===== config.mk =====
export PLATFORM = sky130hd
export DESIGN_NAME = ffapuf_eval_ctrl
export DESIGN_NICKNAME = d
export VERILOG_FILES = /design/src/rtl/ffapuf_pkg.sv /design/src/rtl/ffapuf_resp_sync.sv /design/src/rtl/ffapuf_eval_ctrl.sv
export SDC_FILE = /design/constraint.sdc
export NUM_CORES = 1
export LEC_CHECK = 0
export ABC_CLOCK_PERIOD_IN_PS = 1480
export BUFFER_PORTS_ARGS = -buffer_cell sky130_fd_sc_hd__buf_2
export CAP_MARGIN = 40
export CORE_MARGIN = 4
export CORE_UTILIZATION = 45
export CTS_CLUSTER_DIAMETER = 30
export CTS_CLUSTER_SIZE = 14
export DETAILED_ROUTE_END_ITERATION = 8
export GPL_TIMING_DRIVEN = 0
export MAX_ROUTING_LAYER = met4
export PLACE_DENSITY = 0.75
export SLEW_MARGIN = 40
export SYNTH_ARGS = -nofsm -noshare
export SYNTH_HDL_FRONTEND = slang
export SYNTH_HIERARCHICAL = 1
export SYNTH_SLANG_ARGS = --single-unit

===== constraint.sdc =====
create_clock -name clk -period 1.48 [get_ports clk]
set_input_delay 0.296 -clock clk [delete_from_list [all_inputs] [get_ports clk]]
set_output_delay 0.296 -clock clk [all_outputs]
set_load 0.02 [all_outputs]

===== src/rtl/ffapuf_pkg.sv =====
// Shared definitions for the feed-forward arbiter PUF evaluation controller.
package ffapuf_pkg;

    localparam int CW_DEF = 32;

    typedef enum logic [2:0] {
        ST_IDLE   = 3'd0,
        ST_CLEAR  = 3'd1,
        ST_SETUP  = 3'd2,
        ST_LAUNCH = 3'd3,
        ST_SETTLE = 3'd4,
        ST_SAMPLE = 3'd5,
        ST_DONE   = 3'd6
    } state_t;

    // Cycles spent on one evaluation: CLEAR + SETUP + LAUNCH + SETTLE + SAMPLE.
    function automatic int eval_len(input int clr_cycles, input int settle_cycles);
        return clr_cycles + settle_cycles + 3;
    endfunction

endpackage


===== src/rtl/ffapuf_resp_sync.sv =====
// Two-flop synchronizer bringing the asynchronous PUF response into clk.
module ffapuf_resp_sync (
    input  logic clk,
    input  logic clr,
    input  logic d,
    output logic q
);

    logic s1_q, s2_q;
    logic s1_d, s2_d;

    // Next values of the synchronizer chain.
    always_comb begin
        s1_d = d;
        s2_d = s1_q;
    end

    // Chain flops, cleared by the synchronous active-low reset.
    always_ff @(posedge clk) begin
        if (!clr) begin
            s1_q <= 1'b0;
            s2_q <= 1'b0;
        end else begin
            s1_q <= s1_d;
            s2_q <= s2_d;
        end
    end

    assign q = s2_q;

endmodule


===== src/rtl/ffapuf_eval_ctrl.sv =====
// Runs NUM_EVALS clear/launch/sample evaluations of one arbiter PUF line per
// challenge and returns the majority-voted response with its ones-count.
module ffapuf_eval_ctrl
    import ffapuf_pkg::*;
#(
    parameter int CW            = CW_DEF,
    parameter int NUM_EVALS     = 15,
    parameter int CLR_CYCLES    = 2,
    parameter int SETTLE_CYCLES = 8
) (
    input  logic          clk,
    input  logic          clr,
    input  logic          ch_valid,
    input  logic [CW-1:0] ch_data,
    output logic          ch_ready,
    output logic          rsp_valid,
    input  logic          rsp_ready,
    output logic          rsp,
    output logic [7:0]    rsp_ones,
    output logic          rsp_stable,
    output logic          busy,
    output logic [CW-1:0] puf_chal,
    output logic          puf_clr,
    output logic          puf_clk,
    input  logic          puf_r
);

    localparam int OW    = $clog2(NUM_EVALS + 1);
    localparam int EW    = $clog2(NUM_EVALS + 1);
    localparam int MAXC  = (CLR_CYCLES > SETTLE_CYCLES) ? CLR_CYCLES : SETTLE_CYCLES;
    localparam int CNT_W = $clog2(MAXC + 1);

    state_t            state_q, state_d;
    logic [CNT_W-1:0]  cnt_q, cnt_d;
    logic [EW-1:0]     eval_q, eval_d;
    logic [OW-1:0]     ones_q, ones_d, ones_sum;
    logic [CW-1:0]     chal_q, chal_d;
    logic              clr_q, clr_d;
    logic              clk_q, clk_d;
    logic              vld_q, vld_d;
    logic              rsp_q, rsp_d;
    logic [7:0]        rones_q, rones_d;
    logic              stab_q, stab_d;
    logic              r_sync;

    ffapuf_resp_sync u_sync (
        .clk (clk),
        .clr (clr),
        .d   (puf_r),
        .q   (r_sync)
    );

    // Next-state, counters and the registered PUF/result outputs derived from it.
    always_comb begin
        state_d  = state_q;
        cnt_d    = cnt_q;
        eval_d   = eval_q;
        ones_d   = ones_q;
        chal_d   = chal_q;
        rsp_d    = rsp_q;
        rones_d  = rones_q;
        stab_d   = stab_q;
        ones_sum = ones_q + OW'(r_sync);
        case (state_q)
            ST_IDLE: if (ch_valid) begin
                chal_d  = ch_data;
                eval_d  = '0;
                ones_d  = '0;
                cnt_d   = '0;
                state_d = ST_CLEAR;
            end
            ST_CLEAR: if (cnt_q == CNT_W'(CLR_CYCLES - 1)) begin
                cnt_d   = '0;
                state_d = ST_SETUP;
            end else begin
                cnt_d = cnt_q + CNT_W'(1);
            end
            ST_SETUP:  state_d = ST_LAUNCH;
            ST_LAUNCH: begin
                cnt_d   = '0;
                state_d = ST_SETTLE;
            end
            ST_SETTLE: if (cnt_q == CNT_W'(SETTLE_CYCLES - 1)) begin
                cnt_d   = '0;
                state_d = ST_SAMPLE;
            end else begin
                cnt_d = cnt_q + CNT_W'(1);
            end
            ST_SAMPLE: begin
                ones_d = ones_sum;
                eval_d = eval_q + EW'(1);
                cnt_d  = '0;
                if (eval_d == EW'(NUM_EVALS)) begin
                    // Result is frozen here and held until the next DONE.
                    rsp_d   = (ones_sum > OW'(NUM_EVALS / 2));
                    rones_d = 8'(ones_sum);
                    stab_d  = (ones_sum == '0) || (ones_sum == OW'(NUM_EVALS));
                    state_d = ST_DONE;
                end else begin
                    state_d = ST_CLEAR;
                end
            end
            ST_DONE: if (rsp_ready) state_d = ST_IDLE;
            default: state_d = ST_IDLE;
        endcase
        // Outputs follow the state being entered so they are glitch-free flops.
        clr_d = (state_d == ST_IDLE) || (state_d == ST_CLEAR) || (state_d == ST_DONE);
        clk_d = (state_d == ST_LAUNCH);
        vld_d = (state_d == ST_DONE);
    end

    // FSM, counter and output registers with synchronous active-low reset.
    always_ff @(posedge clk) begin
        if (!clr) begin
            state_q <= ST_IDLE;
            cnt_q   <= '0;
            eval_q  <= '0;
            ones_q  <= '0;
            chal_q  <= '0;
            clr_q   <= 1'b1;
            clk_q   <= 1'b0;
            vld_q   <= 1'b0;
            rsp_q   <= 1'b0;
            rones_q <= '0;
            stab_q  <= 1'b0;
        end else begin
            state_q <= state_d;
            cnt_q   <= cnt_d;
            eval_q  <= eval_d;
            ones_q  <= ones_d;
            chal_q  <= chal_d;
            clr_q   <= clr_d;
            clk_q   <= clk_d;
            vld_q   <= vld_d;
            rsp_q   <= rsp_d;
            rones_q <= rones_d;
            stab_q  <= stab_d;
        end
    end

    assign ch_ready   = (state_q == ST_IDLE);
    assign busy       = (state_q != ST_IDLE);
    assign rsp_valid  = vld_q;
    assign rsp        = rsp_q;
    assign rsp_ones   = rones_q;
    assign rsp_stable = stab_q;
    assign puf_chal   = chal_q;
    assign puf_clr    = clr_q;
    assign puf_clk    = clk_q;

endmodule


==> metrics.cfg, run 1 <==
[setup_path]
crit_chain=or3_4 -> inv_4 -> buf_6
rr_worst_depth=6
cp-end-kind=output port
arrival_ps=1290
critical-path-top-delay-family=simple AND/OR/NAND/NOR gates
cp_slowest_stage_delay_ps=400
start_kind=register
worst-path-max-fanout=3
cp.depth=3
cp_num_buf_inv=2
crit_path_top_delay_cell=or3_4
crit_required_ps=1180
critPathKind=reg2out

[clocking]
clock_path_buffers=2
path_clk_slew_ps=70
root_buffer=clkbuf_8
cts-buffers-inserted=9
htreeDepth=3
cts_tree=done
clock_sinks=58
clkLatencyLatePin_ps=350

[timing]
max_freq_mhz=632
worst_pin_slew_ps=727
period_share_pct=107
layout_setup_ws_ps=-103
finalSetupTns_ps=-834
min_period_ps=1580
max_slew_margin_pct=51.5
finalClockSkew_ps=10.6
finalHoldViolations=0
setup_viol=28
rsz0062_at_grt=true
slew_viol_final=0

[synthesis]
yosysTopAreaCellShare_pct=46.4
mappedNetlistArea_sq_um=2500
yosysSeqAreaShare_pct=46.4
synth_cells=302
synth_area_leader_cell=dfxtp_1
synth_area_per_cell_sq_um=8.29
synth_area_leaders=dfxtp_1 46%, nand2_1 12%, a21oi_1 8.4%
yosysWarnings=6
synth-edff-count=0
ys_async_sr_fraction_pct=0
ys_seq_elements=58
yosys.cell_types.count=44
ys.flop_type=dfxtp_1

[layout]
final_nets=445
num_antenna_cells=0
fin_util_pct=73.6
syn2layout_area_growth_pct=53.9
finalInstanceArea_sq_um=3850
instances_no_fill=477
fillers=378
drive_above_1_share_pct=51.8

[detailed_routing]
drc=0
vias_per_cell=5.36
vias=2556
wl_um=7370
drt_first_pass_iters=4
ant_nets=0
drt-initial-drc-count=106
wl_per_cell_um=15.5

[global_routing]
grt_antenna_before_repair=0
grt_start_max_net_pins=13
gr-total-overflow=0
grt_pass1_wl_um=10100
grt_usage_pct=19.7
grt_pass1_vias=2265

[floorplan]
dieHeight_um=82.6
dieArea_sq_um=6820
core_sq_um=5240
rows=26
io_pins=84
die_w_um=82.6
initial_core_util_pct=47.8

[placed_design]
io_buffers=79
place_inst=454
pre_cts_ws_ps=-85.3
placed_cell_area_sq_um=3020
gp_congestion=0.823
dp_hpwl_um=4540

[min_path]
hold-path-cell-count=2
hold_path.class=in2reg

[outcome]
violations=setup timing
outcome=finished, violations left

[power]
p_leak_nw=1.64
p_per_area_nw_per_um2=1070
ir_drop_mv=0.809

[run]
cap_violations=0

## layout by cell type (no fill, tap or decap), drive strengths merged, types with 4 or more instances in the layout
cell,count
ha,6
clkbuf,21
a21oi,42
a211oi,6
buf,97
nand3,8
nor2,8
and2,7
inv,5
o21ai,7
mux2i,6
conb,4
nand2,82
a31oi,6
o21a,5
dfxtp,58
## timing repair
item | 4_1_cts | 5_1_grt
cloned | 0 | 3
pin swaps | 6 | 50
hold buffers | 0 | 0
buffers inserted | 4 | 4
setup endpoints to repair | 41 | 49
gates resized for setup | 17 | 116
## synthesized netlist by cell type (2+ instances only)
cell / n
clkbuf_1: 9
dfxtp_1: 58
o22ai_1: 2
and2_1: 7
buf_6: 4
nor4_1: 3
inv_1: 3
a21o_1: 2
o21a_1: 5
buf_4: 5
nor3_1: 2
nand3b_1: 2
nand3_1: 8
a21oi_1: 42
nand4b_1: 3
buf_2: 5
a211oi_1: 5
ha_1: 6
mux2i_1: 6
nor2_1: 8
a31oi_1: 6
o21ai_0: 7
nand2_1: 82
nand2b_1: 2
## through the flow
step / hold WS [ps] / total power, mW
floorplan: 390 / 2.09
global placement: 425 / 2.27
detailed placement: 428 / 2.28
CTS: 152 / 3.93
global route: 152 / 4.29
finish: 151 / 4.13
## cell families (layout without fill, tap and decap cells)
logic type,count (synthesis),in the layout,synth area share [%]
AOI/OAI and AO/OA,75,75,17.7
xor gates and xnor gates,2,2,0.700
adders and majority gates,6,6,3.00
buffers and inverters,28,130,6.40
DFF,58,58,46.4
muxes,6,6,2.40
other,1,4,0.150
and+or+nand+nor,126,126,23.2
## flip-flops by register name, summed over array words and instances (netlist names)
name         cells
cnt_q            4
eval_q           4
ones_q           4
puf_chal        32
puf_clk          1
puf_clr          1
rsp              1
rsp_ones         4
rsp_stable       1
rsp_valid        1
state_q          3
u_sync/q         1
u_sync/s1_q      1
## routing by layer
metal	track usage, %	share of wire, %
met2	32.7	52
met1	22.4	39
met3	4.56	6.6
met5	-	0
met4	9.48	2.5
## worst paths after layout
path                     startpoint                   endpoint  slack, ps
max           state_q[0]$_SDFF_PN0_                   ch_ready       -100
min reg2reg  u_sync/s1_q$_SDFF_PN0_        u_sync/q$_SDFF_PN0_        450
min                           puf_r     u_sync/s1_q$_SDFF_PN0_        150
max reg2reg   state_q[0]$_SDFF_PN0_  puf_chal[21]$_SDFFE_PN0P_        -60
## layout make-up
class | count | area [sq um] | share of cell area [%]
Buffer | 19 | 133 | 3.44
Clock buffer | 9 | 124 | 3.21
Inverter | 5 | 23.8 | 0.617
Multi-Input combinational cell | 219 | 1650 | 42.9
Tap cell | 70 | 87.6 | 2.27
Timing Repair Buffer | 90 | 553 | 14.4
Sequential cell | 58 | 1180 | 30.6
Clock inverter | 7 | 101 | 2.63
## report_power, final
group          switching, mW  internal (mW)
Sequential            0.0431           1.64
Clock                  0.698          0.958
Combinational          0.456          0.333
No activity file was read; power rests on OpenSTA's default activity.
==> inputs of run 2 (changes only) <==
--- a/config.mk
+++ b/config.mk
@@ -9,13 +9,13 @@
 export BUFFER_PORTS_ARGS = -buffer_cell sky130_fd_sc_hd__buf_2
 export CAP_MARGIN = 40
 export CORE_MARGIN = 4
-export CORE_UTILIZATION = 45
+export CORE_UTILIZATION = 40
 export CTS_CLUSTER_DIAMETER = 30
 export CTS_CLUSTER_SIZE = 14
 export DETAILED_ROUTE_END_ITERATION = 8
 export GPL_TIMING_DRIVEN = 0
 export MAX_ROUTING_LAYER = met4
-export PLACE_DENSITY = 0.75
+export PLACE_DENSITY = 0.68
 export SLEW_MARGIN = 40
 export SYNTH_ARGS = -nofsm -noshare
 export SYNTH_HDL_FRONTEND = slang
==> run 2 against run 1 <==
  * The flow still finishes with violations (setup timing)
  * Clock power shrank 24%
  * Sequential cell count is the same
  * Utilization shrank 16 points
  * Critical path depth is the same
  * Final cell count grew 0.42%
  * Register-to-register slack gained 50 ps
  * Non-clock buffer count shrank 3
  * Wire length shrank 11%
  * Critical endpoint unchanged
  * Highest routed layer unchanged
==> metrics.cfg, run 2 (synthesis results as in run 1) <==
[outcome]
outcome=finished, violations left
violations=setup timing

[global_routing]
met3_usage_pct=4.92
grt_use_met2_pct=28.1
grt_usage_pct=17.9
grt_antenna_before_repair=0
grt_pass1_vias=2288
grt_start_max_net_pins=11
grt-busiest-layer=met2
grt_use_met1_pct=22.2
grt_pass1_wl_um=10500
gr-total-overflow=0

[floorplan]
io_pins=84
rows=28
core_sq_um=5990
dieHeight_um=87.1
dieArea_sq_um=7590
initial_core_util_pct=41.8
die_w_um=87.1

[layout]
final_cell_mix=81 x nand2_1, 78 x buf_2, 48 x dfxtp_1, 37 x a21oi_1, 13 x buf_4
mostFrequentLayoutCell=nand2_1
regArea_sq_um=1180
syn2layout_area_growth_pct=37.6
largest_reg_flops=32
final_nets=442
num_antenna_cells=0
multi_input_area_sq_um=1390
fin_util_pct=57.5
fillers=548
drive_above_1_share_pct=38.9

[timing]
max_freq_mhz=643
max_slew_margin_pct=59.4
hold_ws_ps=167
finalClockSkew_ps=7.93
rsz0062_at_grt=true
finalHoldViolations=0
period_share_pct=105
min_period_ps=1550
slew_viol_final=0
worst_pin_slew_ps=609
layout_setup_ws_ps=-75.0
setup_viol=4

[placed_design]
io_buffers=79
dp_hpwl_um=4640
gp_congestion=0.845

[run]
cap_violations=0

[power]
switching_share_pct=28.8
power_frac_clock_pct=35.3
seqPwrFrac_pct=47.1
ir_drop_mv=0.541
p_per_area_nw_per_um2=1030
p_leak_nw=1.46
p_int_mw=2.53
combPwrFrac_pct=17.5
power_mw=3.56
switching_power_mw=1.03

[clocking]
root_buffer=clkbuf_8
clock_path_buffers=2
cts-buffers-inserted=9
htreeDepth=3
path_clk_slew_ps=70
clkLatencyLatePin_ps=330
clock_sinks=58
cts_tree=done

[setup_path]
crit_chain=or3_4 -> inv_4 -> buf_6
critical-path-top-delay-family=simple AND/OR/NAND/NOR gates
crit_required_ps=1180
cp_slowest_stage_delay_ps=400
arrival_ps=1260
crit_path_top_delay_cell=or3_4
cp_num_buf_inv=2
cp-end-kind=output port
start_kind=register
worst-path-max-fanout=3
critPathKind=reg2out

[detailed_routing]
wl_per_cell_um=13.6
vias=2433
wl_um=6540
vias_per_cell=5.08
drc=0
drt_first_pass_iters=4
drt-initial-drc-count=75
ant_nets=0

[min_path]
hold_path.class=in2reg

run 2: cell count changes in the layout (fill, tap and decap cells not counted), moves of 3 or more:
cell | before | now
a21oi_1 | 16 | 37
a21oi_2 | 25 | 4
buf_6 | 2 | 5
buf_8 | 3 | 0
clkbuf_16 | 3 | 0
clkinv_2 | 0 | 3
nand2_1 | 57 | 81
nand2_2 | 7 | 1
nand2_4 | 18 | 0
run 2: final timing paths:
| path | cells past startpoint | end | slack, ps | from |
|---|---|---|---|---|
| max | 3 | ch_ready | -70 | state_q[0]$_SDFF_PN0_ |
| max reg2reg | 6 | puf_chal[19]$_SDFFE_PN0P_ | -10 | state_q[0]$_SDFF_PN0_ |
| min reg2reg | 1 | u_sync/q$_SDFF_PN0_ | 430 | u_sync/s1_q$_SDFF_PN0_ |
| min | 2 | u_sync/s1_q$_SDFF_PN0_ | 170 | puf_r |
run 2: cell type report:
cell class / count / share of cell area [%]
clock inverters: 5 / 0.871
flip-flops and latches: 58 / 34.4
multi-input cells: 219 / 40.3
well taps: 75 / 2.72
plain buffers: 21 / 4.07
repair buffers: 85 / 13.0
clock buffers: 11 / 4.10
inverters: 5 / 0.617
run 2: repair_timing:
item | 4_1_cts | 5_1_grt
buffers inserted | 2 | 4
pin swaps | 5 | 6
hold buffers | 0 | 0
gates resized for setup | 26 | 36
setup endpoints to repair | 41 | 43
run 2: worst register-to-register path, cell delays in order, from the launching register on:
cell and delay, ps:
dfxtp_4 350, or3_4 400, inv_4 80, nand2_2 150, buf_4 220, nand2_1 100
a21oi_2 60
run 2: power groups by stage:
stage,combinational [mW],sequential [mW],clock (mW)
6_report,0.624,1.68,1.26
5_1_grt,0.683,1.69,1.38
4_1_cts,0.589,1.68,1.29
3_5_place_dp,0.571,1.71,0
3_3_place_gp,0.563,1.71,0
2_1_floorplan,0.298,1.79,0
run 2: metal layers:
metal | up-vias | wire length, um
met2 | 72 | 3080
met3 | 9 | 417
met4 | 0 | 84
li1 | 1221 | -
met1 | 1131 | 2960
met5 | - | 0
run 2: through the flow:
step | cell area, sq um | instances | setup WS, ps | TNS [ps]
4_1_cts | 3290 | 475 | -96.9 | -233
3_3_place_gp | 3030 | 459 | -77.4 | -2250
2_1_floorplan | 2540 | 305 | -33.8 | -1010
6_report | 3450 | 479 | -75.0 | -145
5_1_grt | 3450 | 479 | -123 | -1930
3_5_place_dp | 3030 | 459 | -97.7 | -2530
